[config.mk]
export PLATFORM = sky130hd
export DESIGN_NAME = alu_sequencer
export DESIGN_NICKNAME = d
export VERILOG_FILES = /design/src/rtl/alu_sequencer.sv
export SDC_FILE = /design/constraint.sdc
export NUM_CORES = 1
export LEC_CHECK = 0
export ABC_AREA = 1
export CAP_MARGIN = 20
export CORE_MARGIN = 5
export CORE_UTILIZATION = 44
export DETAILED_ROUTE_END_ITERATION = 12
export PLACE_DENSITY = 0.81
export SKIP_LAST_GASP = 1
export SYNTH_ARGS = -nofsm -noshare
export SYNTH_HDL_FRONTEND = slang
export SYNTH_SLANG_ARGS = --single-unit
[constraint.sdc]
create_clock -name clk -period 2.1 [get_ports clk]
set_input_delay 0.315 -clock clk [delete_from_list [all_inputs] [get_ports clk]]
set_output_delay 0.315 -clock clk [all_outputs]
set_load 0.01 [all_outputs]
[src/rtl/alu_sequencer.sv]
// alu_sequencer: multi-cycle execute sequencer for the 16-bit datapath ALU.
// Takes one instruction word per 4 cycles (IDLE -> READ -> EXEC -> WB).
// The instruction is decoded into the ALU opcode and operands. Operands are read
// from the register file, and the result is written back. The 5-bit PSR is
// built from the ALU flags.
// Ports:
//   clk, rst_n                    clock / async active-low reset
//   inst, inst_valid, inst_ready  instruction handshake
//   rf_raddr_a/b, rf_rdata_a/b    register file reads (1-cycle latency)
//   rf_we, rf_waddr, rf_wdata     register file write-back
//   alu_a/b, alu_opcode, alu_carry_in, alu_c, alu_flags   ALU interface
//   psr                           processor status {Z,C,F,L,N}
//   done, err                     retire pulse / illegal-opcode pulse
module alu_sequencer #(
   parameter int DATA_W = 16,
   parameter int RA_W   = 4
) (
   input  logic              clk,
   input  logic              rst_n,
   input  logic [15:0]       inst,
   input  logic              inst_valid,
   output logic              inst_ready,
   output logic [RA_W-1:0]   rf_raddr_a,
   output logic [RA_W-1:0]   rf_raddr_b,
   input  logic [DATA_W-1:0] rf_rdata_a,
   input  logic [DATA_W-1:0] rf_rdata_b,
   output logic              rf_we,
   output logic [RA_W-1:0]   rf_waddr,
   output logic [DATA_W-1:0] rf_wdata,
   output logic [DATA_W-1:0] alu_a,
   output logic [DATA_W-1:0] alu_b,
   output logic [7:0]        alu_opcode,
   output logic              alu_carry_in,
   input  logic [DATA_W-1:0] alu_c,
   input  logic [4:0]        alu_flags,
   output logic [4:0]        psr,
   output logic              done,
   output logic              err
);

   typedef enum logic [1:0] {IDLE, READ, EXEC, WB} state_t;

   state_t            state_q, state_d;
   logic [15:0]       inst_q;
   logic [DATA_W-1:0] res_q;
   logic [4:0]        flags_q;
   logic [4:0]        psr_q;
   logic [DATA_W-1:0] alu_a_q, alu_b_q;
   logic [7:0]        alu_op_q;

   logic [7:0]        op_raw, op_dec;
   logic              legal, wr_en, psr_upd;
   logic [DATA_W-1:0] b_mux;

   // Only the hi=0 and hi=8 groups use the ext nibble as a sub-opcode.
   assign op_raw = (inst_q[15:12] == 4'h0 || inst_q[15:12] == 4'h8) ?
                   inst_q[15:8] & 8'hF0 | {4'h0, inst_q[7:4]} :
                   {inst_q[15:12], 4'h0};

   always_comb begin
      legal = 1'b0;
      case (op_raw)
         8'h00, 8'h01, 8'h02, 8'h03, 8'h04, 8'h05, 8'h06, 8'h07,
         8'h08, 8'h09, 8'h0B, 8'h0C, 8'h0F,
         8'h10, 8'h20, 8'h30, 8'h40, 8'h50, 8'h60, 8'h70,
         8'h80, 8'h81, 8'h82, 8'h83, 8'h84, 8'h85, 8'h86, 8'h87,
         8'h90, 8'hB0: legal = 1'b1;
         default:      legal = 1'b0;
      endcase
   end

   assign op_dec = legal ? op_raw : 8'h00;

   always_comb begin
      b_mux = '0;
      if (legal) begin
         case (op_raw)
            8'h50, 8'h70, 8'h90, 8'hB0:
               b_mux = {{(DATA_W-8){inst_q[7]}}, inst_q[7:0]};
            8'h10, 8'h20, 8'h30, 8'h40, 8'h60:
               b_mux = {{(DATA_W-8){1'b0}}, inst_q[7:0]};
            8'h0C, 8'h80, 8'h81, 8'h82, 8'h83:
               b_mux = {{(DATA_W-4){1'b0}}, inst_q[3:0]};
            default:
               b_mux = rf_rdata_b;
         endcase
      end
   end

   // The CMP family and NOP only affect flags (or nothing). Shifts leave the PSR alone.
   assign wr_en   = legal && !(op_raw inside {8'h00, 8'h08, 8'h0B, 8'h0C, 8'hB0});
   assign psr_upd = legal && (op_raw != 8'h00) && (op_raw[7:3] != 5'b10000);

   always_comb begin
      state_d = state_q;
      case (state_q)
         IDLE:    if (inst_valid) state_d = READ;
         READ:    state_d = EXEC;
         EXEC:    state_d = WB;
         WB:      state_d = IDLE;
         default: state_d = IDLE;
      endcase
   end

   always_ff @(posedge clk or negedge rst_n) begin
      if (!rst_n) begin
         state_q  <= IDLE;
         inst_q   <= '0;
         res_q    <= '0;
         flags_q  <= '0;
         psr_q    <= '0;
         alu_a_q  <= '0;
         alu_b_q  <= '0;
         alu_op_q <= '0;
      end else begin
         state_q <= state_d;
         if (state_q == IDLE && inst_valid) inst_q <= inst;
         if (state_q == EXEC) begin
            res_q    <= alu_c;
            flags_q  <= alu_flags;
            alu_a_q  <= rf_rdata_a;
            alu_b_q  <= b_mux;
            alu_op_q <= op_dec;
         end
         if (state_q == WB && psr_upd) psr_q <= flags_q;
      end
   end

   // The register file data arrives during EXEC. The ALU sees it live and then
   // holds it, so the operands stay stable outside EXEC.
   assign alu_a        = (state_q == EXEC) ? rf_rdata_a : alu_a_q;
   assign alu_b        = (state_q == EXEC) ? b_mux      : alu_b_q;
   assign alu_opcode   = (state_q == EXEC) ? op_dec     : alu_op_q;
   assign alu_carry_in = psr_q[3];

   assign inst_ready = (state_q == IDLE);
   assign rf_raddr_a = inst_q[11:8];
   assign rf_raddr_b = inst_q[3:0];
   assign rf_we      = (state_q == WB) && wr_en;
   assign rf_waddr   = inst_q[11:8];
   assign rf_wdata   = res_q;
   assign done       = (state_q == WB);
   assign err        = (state_q == WB) && !legal;
   assign psr        = psr_q;

endmodule

==> out/metrics.cfg <==
[logic_synthesis]
avgSynthCellArea_um2=8.76
ys_seq_area_frac=0.556
yosysUniqueCellTypes=28
ys_ff_latch=84
synth_fp_nets=507
syn_inst=432
syn_area_mm2=0.00378
yosysWarnings=0

[floorplan]
core.rowCount=33
die_height_um=103
io_pins=150
initial_core_util=0.456
die_w_um=103
fp.coreArea_mm2=0.00830
die-area_mm2=0.0106

[layout]
fillers=520
syn_to_final_growth_pct=73.8
antennaDiodeCount=0
seq_area_mm2=0.00210
nNetsFinal=736
drive_above_1_share=0.314
multiInputGateArea_mm2=0.00159
final_area_mm2=0.00658

[pwr]
powerDensity_mw_per_mm2=1600
ir_worst_vdd_mv=0.858
p_leak_nw=3.33

[job]
cap_violations=0

[routing]
wl_met1_mm=5.14
vias_per_cell=5.05
drc=0
num_vias=3892
drt_wl_total_mm=13.4
routedWlPerCell_um=17.4
highest_layer=met4
drtIter0Drc=259
drtPass1Iterations=5
wl_met3_um=823
drtAntennaViolNets=0
wl_met2_mm=6.90

[global_routing]
grt_pass1_wl_mm=18.8
grt_antenna_before_repair=0
grt_use_total=0.230
grt-ovfl-total=0
grt_pass1_vias=3894
grt_start_max_net_pins=44

[setup_path]
path_max_fanout=7
cp_num_buf_inv=2
crit_arrival_ps=2080
path_class=reg2out
reg2reg_from=inst_q[13]$_DFFE_PN0P_
cp-end-kind=primary output
cpMaxStageDelayCell=dfrtp_1
cpLargestDelayFamily=simple AND/OR/NAND/NOR gates
reg2reg_depth=14
regToRegEndpoint=alu_b_q[8]$_DFF_PN0_
max_stage_delay_ps=430
r2r_slack_ps=-100
worstPathRequired_ps=1780
worstSetupStartpointType=register
worstPathCellList=nor2_4 -> nand2_4 -> nor2_4 -> nand3_4 -> buf_4 -> nand4_1 -> nand2_1 -> nand2_1 -> nand2_2 -> buf_6

[cts]
cts_buffer_depth=2
cts_tree=yes
cts_sinks=84
cts_root_buf=clkbuf_8
cts_buffers=9
worstSkewPairLatency_ps=350
htreeDepth=3
clk_pin_slew_worst_paths_ps=80

[min_path]
hold_path_class=reg2reg
whs_path_depth=2
holdCritStartpoint=alu_a_q[14]$_DFF_PN0_
whs_endpoint=alu_a_q[14]$_DFF_PN0_

[sta]
setup_tns_ps=-5100
timing.fmax_ghz=0.418
slew_viol_final=0
period_share=1.14
timing.final.ws_setup_ps=-294
fin_crit_ps=2390
rsz0062_at_grt=true
relSlewSlack=0.614
clock_skew_ps=8.47
tightestPinTransition_ps=579
hold_viol_final=0
setup_viol=24

[placed_design]
port_buffers=149
gp_congestion=0.918
placed_area_mm2=0.00555
hpwlAfterDp_mm=7.99
pre_cts_slack_ps=-152

[outcome]
violations=negative setup slack
outcome=finished, violations left

-- cell type report --
type / instances / share of cell area
clock buffer: 12 / 0.0236
sequential: 84 / 0.320
tap: 105 / 0.0200
inverter: 33 / 0.0226
clock inverter: 4 / 0.00723
multi-input combinational: 287 / 0.242
timing repair buffer: 246 / 0.365
-- worst min-delay path, cell delays in order, from the launching register on --
cell	delay, ps
dfrtp_1	320
nand2_1	50
nand2_1	70
-- worst max-delay path by stage --
stage	from	to	slack, ps	depth (start not counted)
global placement	inst_q[13]$_DFFE_PN0P_	alu_b[12]	-80	8
finish	inst_q[13]$_DFFE_PN0P_	alu_b[4]	-290	10
CTS	inst_q[12]$_DFFE_PN0P_	alu_b[12]	-210	10
global route	inst_q[13]$_DFFE_PN0P_	alu_b[15]	-410	11
detailed placement	inst_q[13]$_DFFE_PN0P_	alu_b[12]	-150	8
floorplan	state_q[0]$_DFFE_PN0P_	alu_a[0]	340	8
-- cell usage in the layout, fill, tap and decap left out, types with 4 or more instances in the layout --
| cell type | count |
|---|---|
| nand2_1 | 161 |
| clkdlybuf4s50_1 | 105 |
| dfrtp_1 | 84 |
| buf_4 | 63 |
| buf_6 | 34 |
| inv_1 | 26 |
| nand2_2 | 19 |
| nand4_1 | 17 |
| buf_2 | 13 |
| nor2_1 | 12 |
| o21ai_0 | 11 |
| clkbuf_8 | 11 |
| dlygate4sd2_1 | 11 |
| a21oi_1 | 10 |
| nand3_1 | 9 |
| mux2_2 | 8 |
| buf_12 | 7 |
| nand3_2 | 6 |
| nor2_4 | 5 |
| nand3_4 | 5 |
| o21ai_2 | 5 |
| nand2_4 | 4 |
-- registers in the layout, indices dropped and copies added (netlist names) --
| register | count |
|---|---|
| alu_a_q | 16 |
| alu_b_q | 16 |
| inst_q | 16 |
| rf_wdata | 16 |
| alu_op_q | 8 |
| flags_q | 5 |
| psr | 5 |
| state_q | 2 |
-- power by group --
group          internal, mW  total, mW  leakage, nW  switching (mW)
clock network         0.612       1.20        0.102           0.584
logic                  3.35       6.64         2.19            3.29
registers              2.33       2.70         1.04           0.376
-- Yosys cell counts (all sizes together) --
master	count	area [um2]
nand2	185	719
dfrtp	84	2100
inv	33	129
buf	21	165
nor2	20	95.1
o21ai	19	95.1
nand3	18	125
nand4	17	106
a21oi	11	55.1
clkbuf	9	33.8
mux2	8	90.1
ha	3	37.5
o211ai	2	15.0
a22oi	1	7.51
o22ai	1	6.26
-- layer usage --
layer	up-vias	global-route usage
met3	50	0.0386
met2	181	0.393
li1	1816	-
met1	1845	0.289
met4	0	0.0959
met5	-	0
-- through the flow --
stage / std cells / hold slack, ps / utilization / total power, mW
finish: 771 / 470 / 0.792 / 10.5
global route: 771 / 492 / 0.792 / 11.2
CTS: 760 / 472 / 0.752 / 9.77
detailed placement: 696 / 349 / 0.669 / 7.95
global placement: 696 / 337 / 0.669 / 7.78
floorplan: 432 / 19.4 / - / 5.22
-- cells by family after synthesis --
logic type / Yosys count / share of synthesized area
AND/OR/NAND/NOR: 240 / 0.277
flip-flops: 84 / 0.556
buffers and inverters: 63 / 0.0867
AO/OA/AOI/OAI: 34 / 0.0473
multiplexers: 8 / 0.0238
adder cells (fa/ha/maj): 3 / 0.00992
-- timing repair --
item                                    CTS  global route
endpoints found under the setup margin   42            45
gates cloned                              4             1
endpoints found under the hold margin    42             0
hold buffers                              1             0
setup buffers                            45            19
pin swaps                                35            40
gates resized for setup                 166            70
No activity file was read; power rests on OpenSTA's default activity.
